[src/rtl/ram_arb_pkg.sv]
// Shared definitions for the RAM port-A arbiter: funct3 codes, FSM encoding, master-id width.
// The optional alignment checker is enabled with RAM_ARB_ALIGN_CHECK_EN (see ram_port_arbiter).
package ram_arb_pkg;

  localparam logic [2:0] F3_LB  = 3'b000;
  localparam logic [2:0] F3_LH  = 3'b001;
  localparam logic [2:0] F3_LW  = 3'b010;
  localparam logic [2:0] F3_LBU = 3'b100;
  localparam logic [2:0] F3_LHU = 3'b101;
  localparam logic [2:0] F3_SB  = 3'b000;
  localparam logic [2:0] F3_SH  = 3'b001;
  localparam logic [2:0] F3_SW  = 3'b010;

  localparam int MID_W = 1;

  typedef enum logic [1:0] {
    ST_IDLE    = 2'd0,
    ST_ACCESS  = 2'd1,
    ST_RESPOND = 2'd2
  } state_t;

  // Stores only have byte/half/word encodings; 011/110/111 are reserved for loads too.
  function automatic logic f3_illegal(input logic [2:0] f3, input logic wr);
    return (f3 == 3'b011) || (f3 == 3'b110) || (f3 == 3'b111) || (wr && f3[2]);
  endfunction

endpackage

[src/rtl/ram_load_align.sv]
// Combinational load extractor: picks the byte/half/word addressed by off out of a RAM word
// and sign- or zero-extends it according to funct3. Also used by the CPU core.
module ram_load_align
  import ram_arb_pkg::*;
(
  input  logic [31:0] i_dout,
  input  logic [1:0]  i_off,
  input  logic [2:0]  i_funct3,
  output logic [31:0] o_data
);

  logic [7:0]  w_byte;
  logic [15:0] w_half;

  always_comb begin
    case (i_off)
      2'd0:    w_byte = i_dout[7:0];
      2'd1:    w_byte = i_dout[15:8];
      2'd2:    w_byte = i_dout[23:16];
      default: w_byte = i_dout[31:24];
    endcase
  end

  assign w_half = i_off[1] ? i_dout[31:16] : i_dout[15:0];

  always_comb begin
    o_data = i_dout;
    case (i_funct3)
      F3_LB:   o_data = {{24{w_byte[7]}}, w_byte};
      F3_LH:   o_data = {{16{w_half[15]}}, w_half};
      F3_LBU:  o_data = {24'h0, w_byte};
      F3_LHU:  o_data = {16'h0, w_half};
      default: o_data = i_dout;
    endcase
  end

endmodule

[src/rtl/ram_port_arbiter.sv]
// Round-robin two-master sequencer for RAM port A: IDLE (accept) -> ACCESS (drive RAM) -> RESPOND.
// Define RAM_ARB_ALIGN_CHECK_EN to flag misaligned/illegal accesses instead of force-aligning them.
module ram_port_arbiter
  import ram_arb_pkg::*;
#(
  parameter int ADDR_WIDTH = 12
) (
  input  logic                        clk,
  input  logic                        rst,
  input  logic [1:0]                  m_valid,
  output logic [1:0]                  m_ready,
  input  logic [2*(ADDR_WIDTH+2)-1:0] m_addr,
  input  logic [1:0]                  m_write,
  input  logic [5:0]                  m_funct3,
  input  logic [63:0]                 m_wdata,
  output logic [1:0]                  rsp_valid,
  output logic [31:0]                 rsp_rdata,
  output logic                        rsp_err,
  output logic                        ram_en,
  output logic [3:0]                  ram_we,
  output logic [ADDR_WIDTH-1:0]       ram_addr,
  output logic [31:0]                 ram_din,
  input  logic [31:0]                 ram_dout
);

  localparam int BW = ADDR_WIDTH + 2;

  state_t                  r_state;
  logic [MID_W-1:0]        r_id;
  logic [MID_W-1:0]        r_last_grant;
  logic [1:0]              r_off;
  logic [2:0]              r_f3;
  logic                    r_write;
  logic                    r_err_pend;
  logic                    r_rsp_err;
  logic [1:0]              r_rsp_valid;
  logic                    r_ram_en;
  logic [3:0]              r_ram_we;
  logic [ADDR_WIDTH-1:0]   r_ram_addr;
  logic [31:0]             r_ram_din;

  logic [MID_W-1:0]        w_gnt_id;
  logic                    w_accept;
  logic [BW-1:0]           w_addr;
  logic                    w_wr;
  logic [2:0]              w_f3;
  logic [2:0]              w_f3_eff;
  logic [31:0]             w_wdata;
  logic [1:0]              w_off;
  logic [1:0]              w_off_eff;
  logic                    w_err;
  logic [3:0]              w_we;
  logic [31:0]             w_load;

  always_comb begin
    w_gnt_id = 1'b0;
    if (m_valid == 2'b11) w_gnt_id = ~r_last_grant;
    else if (m_valid[1])  w_gnt_id = 1'b1;
  end

  assign w_accept = (r_state == ST_IDLE) && !rst && (m_valid != 2'b00);
  assign m_ready  = w_accept ? (2'b01 << w_gnt_id) : 2'b00;

  assign w_addr  = w_gnt_id ? m_addr[2*BW-1:BW] : m_addr[BW-1:0];
  assign w_wr    = m_write[w_gnt_id];
  assign w_f3    = w_gnt_id ? m_funct3[5:3] : m_funct3[2:0];
  assign w_wdata = w_gnt_id ? m_wdata[63:32] : m_wdata[31:0];
  assign w_off   = w_addr[1:0];

`ifdef RAM_ARB_ALIGN_CHECK_EN
  assign w_f3_eff  = w_f3;
  assign w_off_eff = w_off;
  assign w_err     = f3_illegal(w_f3, w_wr)
                   || ((w_f3[1:0] == 2'b01) && w_off[0])
                   || ((w_f3[1:0] == 2'b10) && (w_off != 2'b00));
`else
  // Without checking, illegal codes become word accesses and offsets are rounded down.
  assign w_f3_eff  = f3_illegal(w_f3, w_wr) ? F3_LW : w_f3;
  assign w_off_eff = (w_f3_eff[1:0] == 2'b01) ? {w_off[1], 1'b0} :
                     (w_f3_eff[1:0] == 2'b10) ? 2'b00 : w_off;
  assign w_err     = 1'b0;
`endif

  always_comb begin
    w_we = 4'b0000;
    if (w_wr && !w_err) begin
      case (w_f3_eff[1:0])
        2'b00:   w_we = 4'b0001 << w_off_eff;
        2'b01:   w_we = 4'b0011 << w_off_eff;
        default: w_we = 4'b1111;
      endcase
    end
  end

  always_ff @(posedge clk) begin
    if (rst) begin
      r_state      <= ST_IDLE;
      r_id         <= '0;
      r_last_grant <= 1'b1;
      r_off        <= 2'b00;
      r_f3         <= 3'b000;
      r_write      <= 1'b0;
      r_err_pend   <= 1'b0;
      r_rsp_err    <= 1'b0;
      r_rsp_valid  <= 2'b00;
      r_ram_en     <= 1'b0;
      r_ram_we     <= 4'b0000;
      r_ram_addr   <= '0;
      r_ram_din    <= 32'h0;
    end else begin
      case (r_state)
        ST_IDLE: begin
          r_rsp_valid <= 2'b00;
          r_rsp_err   <= 1'b0;
          if (w_accept) begin
            r_id         <= w_gnt_id;
            r_last_grant <= w_gnt_id;
            r_off        <= w_off_eff;
            r_f3         <= w_f3_eff;
            r_write      <= w_wr;
            r_err_pend   <= w_err;
            r_ram_en     <= !w_err;
            r_ram_we     <= w_we;
            r_ram_addr   <= w_addr[BW-1:2];
            r_ram_din    <= w_wdata << {w_off_eff, 3'b000};
            r_state      <= ST_ACCESS;
          end
        end
        ST_ACCESS: begin
          r_ram_en    <= 1'b0;
          r_ram_we    <= 4'b0000;
          r_rsp_valid <= 2'b01 << r_id;
          r_rsp_err   <= r_err_pend;
          r_state     <= ST_RESPOND;
        end
        default: begin
          r_rsp_valid <= 2'b00;
          r_rsp_err   <= 1'b0;
          r_state     <= ST_IDLE;
        end
      endcase
    end
  end

  // RAM read data only exists in RESPOND, so the load result is formed combinationally there.
  ram_load_align u_load_align (
    .i_dout   (ram_dout),
    .i_off    (r_off),
    .i_funct3 (r_f3),
    .o_data   (w_load)
  );

  assign ram_en    = r_ram_en;
  assign ram_we    = r_ram_we;
  assign ram_addr  = r_ram_addr;
  assign ram_din   = r_ram_din;
  assign rsp_valid = rst ? 2'b00 : r_rsp_valid;
  assign rsp_err   = r_rsp_err && !rst;
  assign rsp_rdata = ((r_rsp_valid != 2'b00) && !rst && !r_write && !r_rsp_err) ? w_load : 32'h0;

endmodule

[config.mk]
export PLATFORM = sky130hd
export DESIGN_NAME = ram_port_arbiter
export DESIGN_NICKNAME = d
export VERILOG_FILES = /design/src/rtl/ram_arb_pkg.sv /design/src/rtl/ram_load_align.sv /design/src/rtl/ram_port_arbiter.sv
export SDC_FILE = /design/constraint.sdc
export NUM_CORES = 1
export LEC_CHECK = 0
export CAP_MARGIN = 10
export CORE_UTILIZATION = 42
export CTS_BUF_LIST = sky130_fd_sc_hd__clkbuf_16
export DETAILED_ROUTE_END_ITERATION = 12
export PLACE_DENSITY = 0.89
export SETUP_SLACK_MARGIN = 0.1
export SKIP_CTS_REPAIR_TIMING = 1
export SYNTH_ARGS = -nofsm -noshare
export SYNTH_HDL_FRONTEND = slang
export SYNTH_SLANG_ARGS = --single-unit
[constraint.sdc]
create_clock -name clk -period 3 [get_ports clk]
set_clock_uncertainty 0.15 [all_clocks]
set_input_delay 0.45 -clock clk [delete_from_list [all_inputs] [get_ports clk]]
set_output_delay 0.45 -clock clk [all_outputs]
set_load 0.01 [all_outputs]
==> impl.org, run 1 <==
** Finish
- In the final design database the tool counted slightly above 900 nets.
- Non-filler cells in the finished layout :: 906
- Summing all non-filler instances in the final layout gives an area of 6730 µm².
- Commonest cells after routing, fill and taps aside :: sky130_fd_sc_hd__clkdlybuf4s50_1, sky130_fd_sc_hd__nand2_1, sky130_fd_sc_hd__dfxtp_1
- Compared with the post-synthesis result, the final layout area differs by 67.8%.
- Most common cell after layout, fill and taps aside :: sky130_fd_sc_hd__clkdlybuf4s50_1
- In the final layout, the share of cells above drive strength 1 is 0.0901.
- 0 antenna diodes ended up in the layout.

** Synthesis
- Cell type with the largest total area after synthesis :: sky130_fd_sc_hd__dfxtp_1
- By area the synthesized netlist is led by sky130_fd_sc_hd__dfxtp_1, sky130_fd_sc_hd__nand2_1, sky130_fd_sc_hd__a21oi_1, sky130_fd_sc_hd__nor2_1, sky130_fd_sc_hd__a211oi_1.
- The synthesized design contains 61 register bits.
- Warning count from the yosys run :: 0
- Cell count after synthesis :: 567
- For this run, the register share of the synthesized area comes to 0.305.
- The share of synthesized area in the top cell type comes to 0.305.
- Syn avg cell area :: about 7.1 µm²
- Library cells used by synthesis :: 49
- The cell area that synthesis handed to floorplanning was 4010 µm².
- When the netlist entered floorplanning its net count stood at about 700.

** Drt
- Across all layers, the routed design uses 5,373 vias.
- Dividing the detail-routed wire length by the instance count gives 18.4 µm.
- In the routed design, unresolved DRC markers number 0.
- The first routing iteration left a little under 400 violations.
- Vias/cell :: ~5.9
- Detail Route Antenna Nets :: 0
- Detailed-routing iteration count for the pre-antenna-repair pass :: 7
- Wires add up to 16,700 µm.

** Timing
- Derived from the worst setup path, the maximum achievable clock frequency is approximately 350 MHz.
- Counting I/O delays and the setup requirement, the final critical path takes 2830 ps.
- For the pin with the worst max-slew slack, the measured transition is about 1200 ps.
- Final total negative setup slack :: 0 ps
- Headroom to the max-slew limit came out at 0.211.
- In the finished design, the share of the clock period the worst path needs comes to 0.945.
- Setup violations remaining at the end of the flow were counted as 0.
- The number of hold violations in the final report is 0.
- Setup repair after global routing left no endpoint under its margin.
- The final count of pins violating max slew is 0.

** Worst setup path
- Worst reg2reg path startpoint :: r_state[0]
- Series of cell instances along the critical path :: buf_4 -> nand2_1 -> o21ai_0 -> nor2_1 -> a31oi_1 -> o221a_2 -> clkdlybuf4s50_1
- Grouping stages by cell kind, the critical path spends the most delay in buffers and inverters.
- For this run, the slowest stage of the critical path takes 530 ps.
- Across all register-to-register paths, the minimum setup slack is a little over 800 ps.
- In this run the worst path has a maximum fanout of 22.
- Critical Path End Type :: primary output
- Cells on worst reg2reg path :: 6
- The number of buffers and inverters on the critical path is 2.
- Tracing the worst setup path back leads to its startpoint at r_off[1].
- The worst register-to-register path ends at ram_din[28].
- Req. time, crit path :: 2400 ps
- Crit start category :: flop
- Data arrives at the worst endpoint at approximately 2200 ps.
- Startpoint-to-endpoint class of the critical path :: flop to primary output
- On the critical path, the stage with the largest delay is an instance of sky130_fd_sc_hd__clkdlybuf4s50_1.

** Worst hold path
- Cell count of the worst hold path :: 2
- Launch instance of the worst min-delay path :: r_write
- Hold Crit Class :: flop to flop
- The path with the worst hold slack has its endpoint at r_write.

** Power
- Max IR drop VDD :: 272 µV
- Sum of internal, switching and leakage power :: 2.75 mW
- In this run the static leakage power is 3.09 nW.
- Dividing total power by cell area gives a power density of roughly 410 nW/µm².

** Clock network
- TritonCTS created 9 clock buffers.
- After clock tree synthesis, the clock-pin slew on the worst setup and hold paths is approximately 50 ps.
- Clock tree from TritonCTS :: done
- The longest clock path from root to sink contains 2 buffers.
- The clock drives 61 sinks.
- Source-to-sink clock delay at the later pin of the worst-skew pair :: 330 ps
- Htree depth :: 3
- CTS root buf :: sky130_fd_sc_hd__clkbuf_16

** Die
- The floorplan step defined a core boundary enclosing around 9000 µm².
- The initial utilization of the core area, before any placement, comes to 0.434.
- Num rows :: 35
- The floorplan step defined a die boundary enclosing 9940 µm².
- Number of top-level pins :: 222
- The die is 99.7 µm wide.
- The die is 99.7 µm tall.

** Placement
- Detailed placement ended at an HPWL of 12,200 µm.
- At the end of routability-driven placement, the weighted congestion stood at 0.932.
- During placement, the flow inserted port buffers numbering 220.
- Number of placed cells counting well taps :: 890
- Placed cell area :: 6360 µm²

** Global route
- Pin count of the biggest net entering global routing :: 55
- Global-route wire length before repair :: approximately 25,000 µm
- Aggregate global routing overflow :: 0
- Across every metal layer, demand over resource in global routing totals 0.319.
- Vias in the first global route :: 5,214
- Number of antenna violations at the first check in global routing :: 0

** Job
- Total of max-cap violations :: 0

** Run status
- The flow ran to the end, and the final reports show no timing, DRC or antenna violations.
[Yosys cell counts, drive strengths merged]
library cell and instances:
inv 26, conb 1, mux2 1, buf 20
and2 2, o221a 7, a32oi 2, a21boi 1
a311oi 13, a22oi 16, a31o 8, and3 16
dfxtp 61, a311o 1, a211oi 19, o21a 1
a22o 1, a21bo 1, clkinv 1, nor2 59
nand2b 4, o31ai 1, nor2b 4, nand3b 1
o221ai 8, nor3 5, a21oi 56, a211o 9
mux2i 3, clkbuf 33, a2bb2oi 8, a221oi 8
o21ai 29, o211a 1, a32o 8, nand3 15
a31oi 15, a21o 2, or4 1, o22ai 1
nand2 98
[cells by family after synthesis]
group / after synthesis / share of synthesized area
AOI/OAI and AO/OA: 216 / 0.380
and+or+nand+nor: 205 / 0.220
buffers and inverters: 80 / 0.0836
DFF: 61 / 0.305
muxes: 4 / 0.0103
other: 1 / 0.000935
[how the worst max path moves through the flow]
stage,to,slack (ps),depth (start not counted)
after floorplan,m_ready[0],740,5
after global placement,rsp_rdata[11],-90,7
after detailed placement,rsp_rdata[13],-240,7
after CTS,rsp_rdata[13],-240,7
after global routing,rsp_rdata[1],70,7
final,rsp_rdata[2],170,7
[worst min-delay path, delay by kind of cell, from the launching register on]
family | cells | cell delay, ps
AO/OA/AOI/OAI | 1 | 50
flip-flops | 1 | 300
AND/OR/NAND/NOR | 1 | 50
[per-stage QoR]
stage	utilization	hold slack [ps]	setup slack, ps
floorplan	-	267	742
global placement	0.688	293	-92.8
detailed placement	0.688	297	-242
CTS	0.718	305	-243
global route	0.728	319	73.9
finish	0.728	305	166
[sequential cells by signal (all words and copies together) (netlist names)]
signal and count:
ram_din 32, ram_addr 12, ram_we 4, r_f3 3
r_off 2, r_rsp_valid 2, r_state 2, r_id 1
r_last_grant 1, r_write 1, ram_en 1
[layer usage]
metal  routed length (µm)  GRT usage  vias up  part of all wire
met4                  619      0.153        0             0.037
met1                 6100      0.334     2504              0.37
met2                 8290      0.576      332              0.50
met5                    0          0        -                 0
met3                 1640      0.102       58             0.099
li1                     -          -     2479                 -
[power by group]
part	internal, mW	switching (mW)
clock network	0.553	0.388
registers	0.879	0.0440
logic	0.455	0.430
[area by class of cell]
type                            count  area, µm²
Fill cell                         699       2510
Inverter                           27        106
Multi-Input combinational cell    426       2480
Timing Repair Buffer              247       2480
Sequential cell                    61       1220
Clock inverter                      7       43.8
Clock buffer                        9        225
Tap cell                          129        161
Power figures use the tool's default switching activity.
==> run 2: changes to the inputs <==
--- a/config.mk
+++ b/config.mk
@@ -6,6 +6,7 @@
 export NUM_CORES = 1
 export LEC_CHECK = 0
 export CAP_MARGIN = 10
+export CORE_ASPECT_RATIO = 1.2
 export CORE_UTILIZATION = 42
 export CTS_BUF_LIST = sky130_fd_sc_hd__clkbuf_16
 export DETAILED_ROUTE_END_ITERATION = 12
==> impl.org, run 2 (synthesis gave the netlist of run 1 again) <==
** Die
- Die boundary height :: 109 µm (was 99.7 µm)
- The count of boundary I/O pins came to 222 (unchanged).
- Area of the core :: 9180 µm² (was 9240 µm²)
- Initial Utilization :: 0.437 (was 0.434)
- Die Area :: 9940 µm² (about the same)
- Num rows :: 38 (was 35)
- The horizontal die dimension was 91.2 µm (was 99.7 µm).

** Clock network
- Htree depth :: 3 (unchanged)
- The clock tree root buffer cell was sky130_fd_sc_hd__clkbuf_16 (unchanged).
- Clock Sink Count :: 61 (unchanged)
- Longest Clk Path Bufs :: 2 (unchanged)
- Clock edge transition at the registers on the reported setup and hold paths :: 50 ps (about the same)
- Clock buffers created by TritonCTS :: 9 (unchanged)
- Source-to-sink clock delay at the later pin of the worst-skew pair :: 330 ps (about the same)
- Clock tree from TritonCTS :: done (unchanged)

** Worst setup path
- The critical path buffer and inverter count came to 1 (was 2).
- Cells on worst reg2reg path :: 6 (unchanged)
- Crit start category :: flop (unchanged)
- Critical path peak fanout :: 9 (was 22)
- Critical Path End Type :: primary output (unchanged)
- Flop-to-flop setup slack :: 740 ps (was 810 ps)
- The worst flop-to-flop path endpoint is ram_addr[11] (was ram_din[28]).
- The type of the worst setup path was flop to primary output (unchanged).
- Cell type of the slowest stage on the worst timing path :: sky130_fd_sc_hd__o21ai_0 (was sky130_fd_sc_hd__clkdlybuf4s50_1)
- The critical path data arrival time is 2240 ps (was 2230 ps).
- The launching point of the worst reg2reg path was r_state[0] (unchanged).
- The maximum cell stage delay along the critical path was 970 ps (was 530 ps).
- Series of cell instances along the critical path: o21ai_0 -> nor2_1 -> clkdlybuf4s50_1 (was buf_4 -> nand2_1 -> o21ai_0 -> nor2_1 -> a31oi_1 -> o221a_2 -> clkdlybuf4s50_1).
- The category of cells accounting for the largest share of critical-path delay was compound AO/OA/AOI/OAI gates (was buffers and inverters).
- Req. time, crit path :: 2400 ps (about the same)

** Power
- Switch share :: 0.304 (was 0.314)
- Clock power share :: 0.359 (was 0.342)
- The internal power summed over all cells came to 1.98 mW (was 1.89 mW).
- Pwr Density :: 421 nW/µm² (was 409 nW/µm²)
- Part of the total power dissipated in sequential elements :: 0.325 (was 0.336)
- The power dissipated by switching net loads is 0.863 mW (was 0.862 mW).
- The share of power burned in combinational logic is 0.316 (was 0.322).
- Leak pwr :: 3.09 nW (about the same)
- The maximum ir drop on the vdd rail is 366 µV (was 272 µV).
- Sum of internal, switching and leakage power :: 2.84 mW (was 2.75 mW)

** Finish
- The leading cell type in the layout, fill and taps excluded is sky130_fd_sc_hd__clkdlybuf4s50_1 (unchanged).
- The total inserted antenna cells was 0 (unchanged).
- The post-route core utilization is 0.735 (was 0.728).
- Non-filler cells in the finished layout :: 899 (was 906)
- Count of filler cells inserted in the layout :: 709 (was 699)
- The number of flip-flops in the largest register was 32 (unchanged).
- The fraction of final layout cells with drive strength greater than 1 came to 0.0963 (was 0.0901).
- Commonest cells after routing, fill and taps aside: sky130_fd_sc_hd__clkdlybuf4s50_1, sky130_fd_sc_hd__nand2_1, sky130_fd_sc_hd__dfxtp_1 (unchanged).
- Layout Nets :: 910 (was 908)
- Synthesis-to-layout area growth :: 68.3% (was 67.8%)

** Timing
- The final count of pins violating max slew came to 0 (unchanged).
- Number of setup violations in the final report :: 0 (unchanged)
- Crit path time final :: 2840 ps (was 2830 ps)
- Max Freq :: 352 MHz (was 353 MHz)
- The worst relative slew slack came to 0.160 (was 0.211).
- Slew at the pin closest to its max-slew limit :: 1250 ps (was 1170 ps)
- RSZ-0062 raised after global routing :: no (unchanged)
- Worst hold margin :: 304 ps (was 305 ps)
- The number of hold violations in the final report was 0 (unchanged).
- The minimum setup slack in the final design is 157 ps (was 166 ps).
- Share of the cycle needed by the critical path after routing :: 0.948 (was 0.945)

** Drt
- The total wirelength of the detailed-routed design came to 17,100 µm (was 16,700 µm).
- The length of the first detailed-routing pass in iterations was 6 (was 7).
- Vias/cell :: 6.00 (was 5.93)
- The met3 routed wirelength came to 1810 µm (was 1640 µm).
- The DRC violations left is 0 (unchanged).
- The mean routed wirelength per cell came to 19.0 µm (was 18.4 µm).
- Sum of routed wire segments on met1 :: 5810 µm (was 6100 µm)
- The via count of the routed design came to 5,397 (was 5,373).
- Detail Route Antenna Nets :: 0 (unchanged)
- The uppermost signal routing layer after detailed routing is met4 (unchanged).
- Drt initial violations :: 347 (was 397)
- The wire length on met2 is 8570 µm (was 8290 µm).

** Placement
- Detailed-placement wirelength estimate :: 12,700 µm (was 12,200 µm)
- The number of cells in the design after placement was 882 (was 890).
- Weighted congestion reported at the end of routability-driven placement :: 1.01 (was 0.932)
- The worst setup slack before clock tree synthesis is -255 ps (was -242 ps).
- The number of port buffers is 220 (unchanged).

** Global route
- The via count of the first global-routing pass is 5,283 (was 5,214).
- The number of antenna violations at the first check in global routing was 0 (unchanged).
- The total congestion overflow after global routing is 0 (unchanged).
- Global-route wire length before repair :: 25,700 µm (was 25,100 µm)
- The global-route usage over all layers came to 0.331 (was 0.319).
- Pin count of the biggest net entering global routing :: 55 (unchanged)

** Job
- Total of max-cap violations :: 0 (unchanged)

** Worst hold path
- Hold Crit Class :: flop to flop (unchanged)
- End point of the worst hold path :: ram_en (was r_write)
- The cell depth of the worst hold path is 2 (unchanged).
- Launch instance of the worst min-delay path :: ram_en (was r_write)

** Run status
- Status :: finished clean (unchanged)
## run 2: per-layer routing
metal | up-vias | global-route usage
met4 | 0 | 0.201
met1 | 2517 | 0.318
met2 | 328 | 0.616
li1 | 2482 | -
met3 | 70 | 0.107
met5 | - | 0
## run 2: final cells by class
| cell class | count | area [µm²] | area share |
|---|---|---|---|
| Clock buffer | 9 | 225 | 0.0334 |
| Inverter | 27 | 106 | 0.0158 |
| Tap cell | 120 | 150 | 0.0223 |
| Clock inverter | 7 | 66.3 | 0.00983 |
| Sequential cell | 61 | 1220 | 0.181 |
| Multi-Input combinational cell | 426 | 2480 | 0.368 |
| Timing Repair Buffer | 249 | 2500 | 0.370 |
## run 2: through the flow
stage / TNS, ps / area (µm²)
floorplan: 0 / 4010
global placement: -1380 / 6360
detailed placement: -2410 / 6360
CTS: -2700 / 6650
global route: 0 / 6750
finish: 0 / 6750
## run 2: worst min-delay path: stages (launching register included)
cell	delay, ps
sky130_fd_sc_hd__dfxtp_1	300
sky130_fd_sc_hd__nand2_1	50
sky130_fd_sc_hd__a21oi_1	50
## run 2: worst max path at each step
| stage | start | end | slack (ps) | cells past startpoint |
|---|---|---|---|---|
| 6_report | r_rsp_valid[1] | rsp_rdata[7] | 160 | 3 |
| 3_3_place_gp | ram_dout[31] | rsp_rdata[9] | -180 | 7 |
| 5_1_grt | ram_dout[8] | rsp_rdata[0] | 110 | 7 |
| 4_1_cts | ram_dout[15] | rsp_rdata[15] | -260 | 7 |
| 3_5_place_dp | ram_dout[15] | rsp_rdata[15] | -250 | 7 |
| 2_1_floorplan | rst | m_ready[0] | 740 | 5 |
## run 2: power groups by stage
stage	Combinational, mW	Clock [mW]	Sequential, mW
floorplan	0.388	0	0.955
global placement	0.855	0	0.935
detailed placement	0.872	0	0.937
CTS	0.878	1.03	0.921
global route	0.956	1.06	0.930
finish	0.897	1.02	0.923
==> run 3: changes to the inputs <==
==> constraint.sdc (replaced) <==
create_clock -name clk -period 3 [get_ports clk]
set_clock_uncertainty 0.15 [all_clocks]
set_input_delay 0.45 -clock clk [delete_from_list [all_inputs] [get_ports clk]]
set_output_delay 0.45 -clock clk [all_outputs]
set_load 0.02 [all_outputs]
==> impl.org, run 3 (synthesis gave the netlist of run 1 again) <==
** Run status
- Status :: finished clean (unchanged)

** Die
- Number of top-level pins :: 222 (unchanged)
- Die span in x :: 91.2 µm (unchanged)
- The floorplan die area came to 9940 µm² (unchanged).
- Num rows :: 38 (unchanged)
- The initial standard-cell utilization of the core is 0.437 (unchanged).
- Area of the core :: 9180 µm² (unchanged)
- Die boundary height :: 109 µm (unchanged)

** Placement
- The worst setup slack before clock tree synthesis was -282 ps (was -255 ps).
- Number of buffers added on ports :: 220 (unchanged)
- Detailed-placement wirelength estimate :: 12,400 µm (was 12,700 µm)
- The final weighted congestion in routability-driven placement came to 1.05 (was 1.01).

** Timing
- RSZ-0062 raised after global routing :: no (unchanged)
- The fmax is 350 MHz (was 352 MHz).
- Number of setup violations in the final report :: 0 (unchanged)
- Minimum setup slack in the final design :: 145 ps (was 157 ps)
- Remaining max-slew budget at the tightest pin :: 0.464 (was 0.160)
- The shortest period the worst path allows is 2850 ps (was 2840 ps).
- Number of pins with negative max-slew slack in the final report :: 0 (unchanged)
- Slew at the pin closest to its max-slew limit :: 799 ps (was 1250 ps)
- Count of final hold-check violations :: 0 (unchanged)
- Worst hold margin :: 300 ps (was 304 ps)
- The post-route clock period utilization is 0.952 (was 0.948).

** Clock network
- Clock Sink Count :: 61 (unchanged)
- The CTS tree is done (unchanged).
- Htree depth :: 3 (unchanged)
- The worst-skew pair later-pin latency came to 320 ps (was 330 ps).
- The clock tree root buffer cell is sky130_fd_sc_hd__clkbuf_16 (unchanged).
- The maximum buffer depth of the clock tree is 2 (unchanged).
- Clock edge transition at the registers on the reported setup and hold paths :: 50 ps (about the same)
- The total CTS buffers came to 9 (unchanged).

** Global route
- Number of antenna violations at the first check in global routing :: 0 (unchanged)
- The most crowded layer after global routing was met2 (unchanged).
- Aggregate global routing overflow :: 0 (unchanged)
- Pin count of the biggest net entering global routing :: 55 (unchanged)
- The first-pass GRT wire length came to 25,900 µm (was 25,700 µm).
- Global routing usage on met1 :: 0.331 (was 0.318)
- The met3 layer usage reported by global route is 0.105 (was 0.107).
- The via count of the first global-routing pass is 5,272 (was 5,283).
- GRT Resource Usage Total :: 0.333 (was 0.331)
- The global routing met2 resource utilization was 0.618 (was 0.616).

** Worst setup path
- Critical Path End Type :: primary output (unchanged)
- Req. time, crit path :: 2400 ps (about the same)
- The critical path startpoint category was an input pin (was flop).
- The first element of the critical path is ram_dout[11] (was r_rsp_valid[1]).
- The worst flop-to-flop path endpoint is ram_addr[2] (was ram_addr[11]).
- The critical path data arrival time was 2250 ps (was 2240 ps).
- Endpoint of the worst setup timing path :: rsp_rdata[3] (was rsp_rdata[7])
- The slack of the worst reg-to-reg path came to 630 ps (was 740 ps).
- The biggest fanout along the worst timing path was 2 (was 9).
- The type of the worst setup path is input pin to primary output (was flop to primary output).
- Worst reg2reg path startpoint :: r_state[0] (unchanged)
- Cells on worst reg2reg path :: 6 (unchanged)

** Drt
- Detailed-routing iteration count for the pre-antenna-repair pass :: 5 (was 6)
- The residual antenna-violating net count after detailed routing was 0 (unchanged).
- The number of DRC violations after detailed-routing iteration 0 was 393 (was 347).
- The total wirelength of the detailed-routed design was 16,900 µm (was 17,100 µm).
- Average wire per standard cell :: 18.8 µm (was 19.0 µm)
- Total number of vias :: 5,373 (was 5,397)
- Post-route DRC violation count :: 0 (unchanged)
- Vias/cell :: 5.98 (was 6.00)

** Worst hold path
- The worst hold path class is flop to flop (unchanged).
- Launch instance of the worst min-delay path :: r_id (was ram_en)

** Power
- Max IR drop VDD :: 353 µV (was 366 µV)
- Leak pwr :: 3.17 nW (was 3.09 nW)
- The cell area power density was 424 nW/µm² (was 421 nW/µm²).
- Sum of internal, switching and leakage power :: 2.86 mW (was 2.84 mW)

** Finish
- The leading cell type in the layout, fill and taps excluded is sky130_fd_sc_hd__clkdlybuf4s50_1 (unchanged).
- Layout Nets :: 910 (unchanged)
- The post-route core utilization was 0.736 (was 0.735).
- The area added between synthesis and finish was 68.4% (was 68.3%).
- Proportion of layout cells with a drive suffix above 1 :: 0.0924 (was 0.0963)
- Antenna cell count :: 0 (unchanged)
- Commonest cells after routing, fill and taps aside :: sky130_fd_sc_hd__clkdlybuf4s50_1, sky130_fd_sc_hd__nand2_1, sky130_fd_sc_hd__dfxtp_1 (unchanged)
- The number of flip-flops in the largest register came to 32 (unchanged).

** Job
- Total of max-cap violations :: 0 (unchanged)
run 3: changes by cell type in the layout (fill, tap and decap cells not counted), sizes merged:
| cell | change |
|---|---|
| buf | +1 |
| clkinv | -1 |
| inv | +1 |
| clkbuf | +1 |
| clkdlybuf4s50 | -6 |
| dlymetal6s2s | +4 |
run 3: final cells by class:
class / instances / area, µm²
timing repair buffer: 249 / 2510
multi-input combinational: 426 / 2480
fill: 680 / 2430
sequential: 61 / 1220
clock buffer: 9 / 225
tap: 120 / 150
inverter: 27 / 106
clock inverter: 7 / 57.6
run 3: worst min-delay path by stage:
stage	slack (ps)	to	depth (start not counted)
after floorplan	270	r_rsp_valid[0]	1
after global placement	280	r_rsp_valid[0]	1
after detailed placement	290	r_rsp_valid[0]	1
after CTS	290	r_rsp_valid[0]	1
after global routing	330	ram_din[24]	2
final	300	r_rsp_valid[0]	1
run 3: routing by layer:
layer  vias up  routed length (µm)
li1       2487                   -
met1      2491                5900
met2       331                8580
met3        64                1660
met4         0                 780
met5         -                   0
run 3: stage by stage:
stage          TNS (ps)  cell area [µm²]  instances
6_report              0             6750        899
5_1_grt               0             6750        899
4_1_cts           -4120             6640        898
3_5_place_dp      -3680             6360        882
3_3_place_gp      -2470             6360        882
2_1_floorplan         0             4010        567
run 3: report_power, final:
part           switching, mW  total (mW)  internal [mW]  leakage, nW
combinational          0.490       0.952          0.462         2.53
sequential            0.0431       0.923          0.880        0.500
clock                  0.358       0.987          0.628        0.139
total                  0.891        2.86           1.97         3.17
run 3: critical path, stage by stage:
cell,delay [ps]
sky130_fd_sc_hd__clkdlybuf4s50_1,460
sky130_fd_sc_hd__inv_1,60
sky130_fd_sc_hd__o21ai_0,230
sky130_fd_sc_hd__nor2_1,80
sky130_fd_sc_hd__a31oi_1,180
sky130_fd_sc_hd__o221a_2,210
sky130_fd_sc_hd__clkdlybuf4s50_1,590
